===== src/rtl/noc_output_port_if.sv =====
// Handshake bundle of a NoC router output port: crossbar side (data/valid/ready),
// downstream side (data/write_en/credit) and status.
interface noc_output_port_if #(
  parameter int unsigned WIDTH   = 16,
  parameter int unsigned CREDITS = 5,
  parameter int unsigned CW      = $clog2(CREDITS + 1)
);
  logic [WIDTH-1:0] data_i;
  logic             valid_i;
  logic             ready_o;
  logic [WIDTH-1:0] data_o;
  logic             write_en_o;
  logic             credit_i;
  logic [CW-1:0]    credit_count_o;
  logic             empty_o;
  logic             credit_err_o;

  // Environment side: crossbar plus downstream input port.
  modport master (
    output data_i, valid_i, credit_i,
    input  ready_o, data_o, write_en_o, credit_count_o, empty_o, credit_err_o
  );

  // Output port side.
  modport slave (
    input  data_i, valid_i, credit_i,
    output ready_o, data_o, write_en_o, credit_count_o, empty_o, credit_err_o
  );
endinterface


===== src/rtl/noc_output_port.sv =====
// NoC router output port: small local FIFO fed by the crossbar, draining to the
// neighbouring input port under credit-based flow control.
module noc_output_port #(
  parameter int unsigned  WIDTH   = 16,
  parameter int unsigned  DEPTH   = 4,
  parameter int unsigned  CREDITS = 5,
  localparam int unsigned CW      = $clog2(CREDITS + 1)
) (
  input logic              clk,
  input logic              rst,
  noc_output_port_if.slave bus
);
  localparam int unsigned OW = $clog2(DEPTH + 1);
  localparam int unsigned PW = $clog2(DEPTH);

  logic [WIDTH-1:0] mem [DEPTH];
  logic [PW-1:0]    rd_ptr;
  logic [PW-1:0]    wr_ptr;
  logic [OW-1:0]    occ;
  logic [CW-1:0]    credits;
  logic [WIDTH-1:0] data_q;
  logic             we_q;
  logic             err_q;

  logic ready;
  logic push;
  logic send;

  // Handshake decode: ready comes from occupancy only; a returning credit
  // enables a send at the same edge, so a blocked head leaves immediately.
  always_comb begin
    ready = (occ != OW'(DEPTH));
    push  = bus.valid_i && ready;
    send  = (occ != '0) && ((credits != '0) || bus.credit_i);
  end

  // FIFO storage write; contents need no reset.
  always_ff @(posedge clk) begin
    if (push) begin
      mem[wr_ptr] <= bus.data_i;
    end
  end

  // Pointers and occupancy; power-of-two depth gives natural wrap.
  always_ff @(posedge clk) begin
    if (rst) begin
      rd_ptr <= '0;
      wr_ptr <= '0;
      occ    <= '0;
    end else begin
      if (push) wr_ptr <= wr_ptr + 1'b1;
      if (send) rd_ptr <= rd_ptr + 1'b1;
      case ({push, send})
        2'b10:   occ <= occ + 1'b1;
        2'b01:   occ <= occ - 1'b1;
        default: occ <= occ;
      endcase
    end
  end

  // Registered downstream output: head flit and one-cycle write strobe.
  always_ff @(posedge clk) begin
    if (rst) begin
      data_q <= '0;
      we_q   <= 1'b0;
    end else begin
      we_q <= send;
      if (send) data_q <= mem[rd_ptr];
    end
  end

  // Credit counter with saturation and sticky overflow flag.
  always_ff @(posedge clk) begin
    if (rst) begin
      credits <= CW'(CREDITS);
      err_q   <= 1'b0;
    end else if (send && !bus.credit_i) begin
      credits <= credits - 1'b1;
    end else if (!send && bus.credit_i) begin
      if (credits == CW'(CREDITS)) begin
        err_q <= 1'b1;
      end else begin
        credits <= credits + 1'b1;
      end
    end
  end

  assign bus.ready_o        = ready;
  assign bus.empty_o        = (occ == '0);
  assign bus.credit_count_o = credits;
  assign bus.data_o         = data_q;
  assign bus.write_en_o     = we_q;
  assign bus.credit_err_o   = err_q;
endmodule


===== src/flat_wrapper.sv =====
// flat-port wrapper written by rule: the top's interface ports become plain ports
module noc_output_port_flat 
#(
  parameter int unsigned  WIDTH   = 16,
  parameter int unsigned  DEPTH   = 4,
  parameter int unsigned  CREDITS = 5,
  localparam int unsigned CW      = $clog2(CREDITS + 1)
)
  (clk, rst, bus_data_i, bus_valid_i, bus_credit_i, bus_ready_o, bus_data_o, bus_write_en_o, bus_credit_count_o, bus_empty_o, bus_credit_err_o);
  noc_output_port_if #(.WIDTH(WIDTH), .CREDITS(CREDITS)) bus_i ();
  input logic clk;
  input logic rst;
  input wire logic [$bits(bus_i.data_i)-1:0] bus_data_i;
  input wire logic [$bits(bus_i.valid_i)-1:0] bus_valid_i;
  input wire logic [$bits(bus_i.credit_i)-1:0] bus_credit_i;
  output wire logic [$bits(bus_i.ready_o)-1:0] bus_ready_o;
  output wire logic [$bits(bus_i.data_o)-1:0] bus_data_o;
  output wire logic [$bits(bus_i.write_en_o)-1:0] bus_write_en_o;
  output wire logic [$bits(bus_i.credit_count_o)-1:0] bus_credit_count_o;
  output wire logic [$bits(bus_i.empty_o)-1:0] bus_empty_o;
  output wire logic [$bits(bus_i.credit_err_o)-1:0] bus_credit_err_o;
  assign bus_i.data_i = bus_data_i;
  assign bus_i.valid_i = bus_valid_i;
  assign bus_i.credit_i = bus_credit_i;
  assign bus_ready_o = bus_i.ready_o;
  assign bus_data_o = bus_i.data_o;
  assign bus_write_en_o = bus_i.write_en_o;
  assign bus_credit_count_o = bus_i.credit_count_o;
  assign bus_empty_o = bus_i.empty_o;
  assign bus_credit_err_o = bus_i.credit_err_o;
  noc_output_port #(.WIDTH(WIDTH), .DEPTH(DEPTH), .CREDITS(CREDITS)) u_core (.clk(clk), .rst(rst), .bus(bus_i));
endmodule

===== config.mk =====
export PLATFORM = sky130hd
export DESIGN_NAME = noc_output_port_flat
export DESIGN_NICKNAME = d
export VERILOG_FILES = /design/src/rtl/noc_output_port_if.sv /design/src/rtl/noc_output_port.sv /design/src/flat_wrapper.sv
export SDC_FILE = /design/constraint.sdc
export NUM_CORES = 1
export LEC_CHECK = 0
export ABC_AREA = 1
export BUFFER_PORTS_ARGS = -buffer_cell sky130_fd_sc_hd__buf_2
export CAP_MARGIN = 20
export CORE_MARGIN = 4
export CORE_UTILIZATION = 30
export CTS_CLUSTER_SIZE = 8
export DETAILED_ROUTE_END_ITERATION = 10
export GPL_TIMING_DRIVEN = 1
export HOLD_SLACK_MARGIN = 0.03
export PLACE_DENSITY = 0.43
export SYNTH_ARGS = -nofsm -noshare
export SYNTH_HDL_FRONTEND = slang
export SYNTH_SLANG_ARGS = --single-unit
export TNS_END_PERCENT = 5

===== constraint.sdc =====
create_clock -name clk -period 1.9 [get_ports clk]
set_input_delay 0.285 -clock clk [delete_from_list [all_inputs] [get_ports clk]]
set_output_delay 0.285 -clock clk [all_outputs]
set_load 0.005 [all_outputs]

* Word-level counts from Yosys, hierarchy flattened *
Memory sizes are Yosys's and may differ from the RTL's. A register that Yosys moved wholly into a read port is not among the register bits.
Cells that the tools add are included.
Widths: inputs -> output; s select.

word-level totals
  RAM bits = 64
  latch bits = 0
  word-level logic and storage cells = 39
  memory bits (read-only) = 0
  register bits = 12
  memories = 1

memory list
  name        words  bits a word  rd ports  clocked after memory_dff  write ports  line                   text
  u_core.mem  4      16           1         1                         1            noc_output_port.sv:16  logic [WIDTH-1:0] mem [DEPTH];

cells by class
  $add $sub $neg = 6
  eq/ne operators = 5
  divide/modulo/power cells = 0
  bitwise operators = 1
  order comparisons = 0
  multiply operators = 0
  shift operators = 0
  reductions and logical operators = 14
  mux-type cells = 6

operator list
  kind                 count
  $mux 3               3
  $add 3x1->3 const B  2
  $pmux 3 s2           1
  $reduce_bool 3->1    2
  $sub 3x1->3 const B  2
  $add 2x1->2 const B  2
  $logic_and 1x1->1    4
  $reduce_bool 2->1    2
  $eq 3x3->1 const B   1
  $logic_not 3->1      1
  $ne 3x3->1 const B   1
  $reduce_and 3->1     1
  $eq 2x1->1 const B   1
  $eq 2x2->1 const B   1
  $logic_not 1->1      2
  $mux 1               2
  $ne 2x1->1 const B   1
  $reduce_and 2->1     1
  $logic_or 1x1->1     1
  $not 1->1            1

* Longest topological paths before layout *
  depth after elaboration = 7
  mapped depth = 13
  mapped depth without buffers = 13

* Worst setup path after synthesis *
Ideal clock, no wire load.

  path kind = register to register
  start point = reg u_core.credits[2], in the netlist u_core.bus.credit_count_o[2]
  end point = reg u_core.credits[1], in the netlist u_core.bus.credit_count_o[1]
  setup time = 0.118 ns
  clock period less this slack = 1.733 ns
  required time = 1.782 ns
  slack = 0.167 ns
  cell stages (with the launch flop) = 11
  arrival time = 1.615 ns
  cell sequence = dfxtp_1 nor2_1 nand2_2 nand2_4 inv_1 ha_1 inv_1 fa_1 inv_1 nand3_1 a21oi_1

on the way
  word-level cells in the longest chain between the ends = 7

ends and longest elaborated chain
  item                         line                   text
  start: declaration           noc_output_port.sv:20  logic [CW-1:0] credits;
  start signal: assignment     noc_output_port.sv:75  credits <= CW'(CREDITS);
  start signal: assignment     noc_output_port.sv:78  credits <= credits - 1'b1;
  start signal: assignment     noc_output_port.sv:83  credits <= credits + 1'b1;
  $reduce_bool 3->1 *          noc_output_port.sv:34  send = (occ != '0) && ((credits != '0) || bus.credit_i);
  $logic_or 1x1->1 *           noc_output_port.sv:34
  $logic_and 1x1->1 *          noc_output_port.sv:34
  via u_core.send              noc_output_port.sv:27  logic send;
  $logic_not 1->1              noc_output_port.sv:79  end else if (!send && bus.credit_i) begin
  $logic_and 1x1->1            noc_output_port.sv:79
  $reduce_bool 2->1 (no line)  n/a
  $reduce_and 2->1 (no line)   n/a

Mark *: on every way through the listed nets, which the timed path passes. The rest lies on a longest branch.
A chain may end at the register's enable or synchronous reset.

* Worst setup path in the final report *
  start point = reg u_core.occ[1]
  end point = reg u_core.occ[2]

on the way
  word-level cells in the longest chain between the ends = 4

ends and longest elaborated chain
  item                                                    line                                          text
  start: declaration                                      noc_output_port.sv:19                         logic [OW-1:0] occ;
  start signal: assignment                                noc_output_port.sv:54                         2'b10: occ <= occ + 1'b1;
  start signal: assignment                                noc_output_port.sv:55                         2'b01: occ <= occ - 1'b1;
  $ne 3x3->1 / $reduce_bool 3->1 (equally long branches)  noc_output_port.sv:32, noc_output_port.sv:34
  $logic_and 1x1->1 (on tied branches)                    noc_output_port.sv:33, noc_output_port.sv:34
  $eq 2x1->1 / $eq 2x2->1 (equally long branches)         noc_output_port.sv:53                         case ({push, send})
  $pmux 3 s2 / $reduce_bool 2->1 (equally long branches)  n/a

Parallel ways exist; a longest one is shown, timed or not.

==> results by group <==
GRT
  • Total GRT Usage: 11.7%
  • Initial antenna violation count: 0
  • Vias in the first global route: 2633
  • Largest net degree at the start of global routing: 36
  • Gr ovfl total: 0
  • First-pass GRT wire length: 14200 µm

Floorplanning
  • CORE AREA: 0.0133 mm²
  • Rows: 42
  • Chip width: 125 µm
  • Die height: 125 µm
  • Boundary Pins: 43
  • Starting density of the core: 30.8%
  • Die footprint: 0.0156 mm²

Worst hold path
  • Hold WC Path Type: input pin to flop
  • Worst Hold Path Cells: 1

Drt
  • Metal-1 WL: 4300 µm
  • WL final: 8680 µm
  • Uppermost layer routed: met4
  • WL met3: 248 µm
  • Via count: 2816
  • DR DRC count: 0
  • Met2 WL: 3940 µm
  • ANT nets after route: 0
  • Post-DR wirelength/cell: 12.5 µm
  • DR vias/cell: 4.07
  • DR iter-0 viols: 121
  • Pre-Repair DR Iteration Count: 4

Logic synthesis
  • Post-Syn Nets: 492
  • Cell area after synthesis: 0.00411 mm²
  • Avg Cell Area, Syn: 8.87 µm²
  • Number of flops mapped to enable cells by yosys: 64
  • Synth Register Bits: 92
  • Post-synthesis sequential area ratio: 60.4%
  • Synth Instances: 463
  • Post-synth top cells: nand2_1, inv_1, edfxtp_1
  • Synth area leader: edfxtp_1
  • Synth cell types: 19
  • Share of the synthesized area in the top cell type: 46.8%
  • Most numerous cell in the Yosys netlist: nand2_1
  • Main area contributors after synthesis: edfxtp_1, dfxtp_1, nand2_1
  • Dominant synthesized flop cell: edfxtp_1
  • FFs w/ async S/R, synth: 0%
  • Synthesis Warnings: 0

Placement
  • Routability cong.: 0.710
  • Placed Area: 0.00451 mm²
  • # port buffers: 42
  • Dpl hpwl: 5360 µm
  • Placed cells: 676
  • Worst slack, placed: 0.0668 ns

Pwr
  • Internal: 4.35 mW
  • P_leak: 2.28 nW
  • Combinational share of power: 37.3%
  • Clock share of power: 23.0%
  • Worst vdd ir: 563 µV
  • Sw power: 2.56 mW
  • PwrDens: 1450 mW/mm²
  • Switching part of the total: 37.0%
  • Sequential Power Share: 39.6%

Setup path
  • CP max FO: 7
  • Worst setup SP type: flop
  • Crit path DAT: 2.00 ns
  • Top delay family on crit path: simple AND/OR/NAND/NOR gates
  • Cell Chain, Critical Path: nor2_2 > nand2_2 > nand2_4 > ha_1 > inv_1 > fa_1 > inv_1 > nand2_1 > nand3_1 > nand2_1 > nand2_1 > nor2_1
  • Crit-path max cell delay: 0.38 ns
  • CP Buf/Inv Count: 2
  • Critical path class: flop to flop
  • Slowest CP cell: fa_1
  • Critical Path Sink Type: flop
  • Worst Reg2Reg Path Length in Cells: 12
  • Critical Path Most Common Cell: nand2_1
  • Worst path depth: 12
  • CP required: 2.14 ns

Layout
  • Finished Cell Area: 0.00477 mm²
  • Layout overhead on the synthesized area: 16.2%
  • Finished Layout Cells: 692
  • Antenna diodes: 0
  • Area occupied by multi-input gates: 0.00112 mm²
  • Sequential cell area: 0.00248 mm²
  • Layout cells sized above 1: 14.5%
  • Fill cell count: 1406
  • Fin nets: 540

Clock tree
  • Clk root buf: clkbuf_16
  • Clock slew at reported path FFs: 0.06 ns
  • Clock sink count: 92
  • CTS hold repair buffers: 0
  • Num CTS Buffers: 9
  • Clk_lat worst skew: 0.34 ns
  • Htree depth: 3
  • Clk buf depth: 2
  • CTS tree: done

Timing
  • Min Clock Period, post-route: 1.76 ns
  • Slew Limit Headroom: 72.7%
  • Highest clock rate: 568 MHz
  • RSZ-0062 raised after global routing: yes
  • Fin crit share: 92.6%
  • Skew final: 0.00673 ns
  • PnR worst setup slack: 0.141 ns
  • Final setup viols: 0
  • Worst Tran Pin Value: 0.409 ns
  • Final Hold Vio Count: 0
  • Max-slew violations: 0

Run
  • Max cap viols: 0

Outcome
  • Status: completed
state kept, by name, indices dropped and copies added (netlist names):
register	flops
u_core.bus.credit_count_o	3
u_core.bus.credit_err_o	1
u_core.bus.data_o	16
u_core.bus.write_en_o	1
u_core.mem	64
u_core.occ	3
u_core.rd_ptr	2
u_core.wr_ptr	2
cell type report:
type / instances / share of cell area, %
Timing Repair Buffer: 53 / 6.13
Inverter: 106 / 8.39
Clock buffer: 16 / 5.27
Tap cell: 176 / 4.61
Multi-Input combinational cell: 249 / 23.6
Sequential cell: 92 / 52.0
kinds of logic after synthesis:
kind of cell,Yosys count,synth area share [%]
fa+ha+maj,9,3.11
flops,92,60.4
simple gates,229,22.6
buf+inv,122,12.4
compound gates,11,1.43
power groups by stage:
stage	clock [mW]	sequential, mW	combinational [mW]
finish	1.59	2.74	2.58
global route	1.73	2.78	3.05
CTS	1.66	2.74	2.64
detailed placement	0	2.78	2.63
global placement	0	2.78	2.61
floorplan	0	2.75	1.93
worst reg2reg max path, cell delays in order (launching register included):
cell,delay [ns]
dfxtp_2,0.33
nor2_2,0.15
nand2_2,0.11
nand2_4,0.11
ha_1,0.17
inv_1,0.06
fa_1,0.38
inv_1,0.06
nand2_1,0.04
nand3_1,0.08
nand2_1,0.06
nand2_1,0.05
nor2_1,0.04
cells in the final DEF (no fill, tap or decap), types with 3 or more instances in the layout:
cell type	instances
inv_1	103
nand2_1	135
o21ai_0	3
nor2_1	47
nand3_1	41
clkbuf_16	9
dfxtp_1	26
buf_4	11
nand2_2	3
edfxtp_1	64
ha_1	6
buf_2	42
a21oi_1	7
clkbuf_1	7
per-stage QoR:
stage                     util [%]  setup TNS (ns)  power (mW)  hold WS (ns)
final                         35.8               0        6.91         0.165
after global routing          35.8         -0.0156        7.56         0.162
after CTS                     35.7               0        7.04         0.152
after detailed placement      33.8               0        5.41         0.438
after global placement        33.8               0        5.39         0.438
after floorplan                  -               0        4.68         0.384
repair_timing:
item / 4_1_cts / 5_1_grt
buffers inserted: 0 / 0
setup endpoints to repair: 0 / 3
resized for setup: 0 / 6
layer usage:
layer | vias up | global-route usage (%)
met5 | - | 0
met4 | 0 | 5.36
met3 | 12 | 2.60
met2 | 41 | 18.6
met1 | 1267 | 15.2
li1 | 1496 | -
path summary, 6_finish.rpt:
path                      startpoint                       to  slack, ns
max                    u_core.occ[1]            u_core.occ[2]       0.14
min                   bus_data_i[13]        u_core.mem[0][13]       0.16
max reg2reg            u_core.occ[1]            u_core.occ[2]       0.14
min reg2reg  u_core.bus.credit_err_o  u_core.bus.credit_err_o       0.44
(Power assumes the default switching activity.)
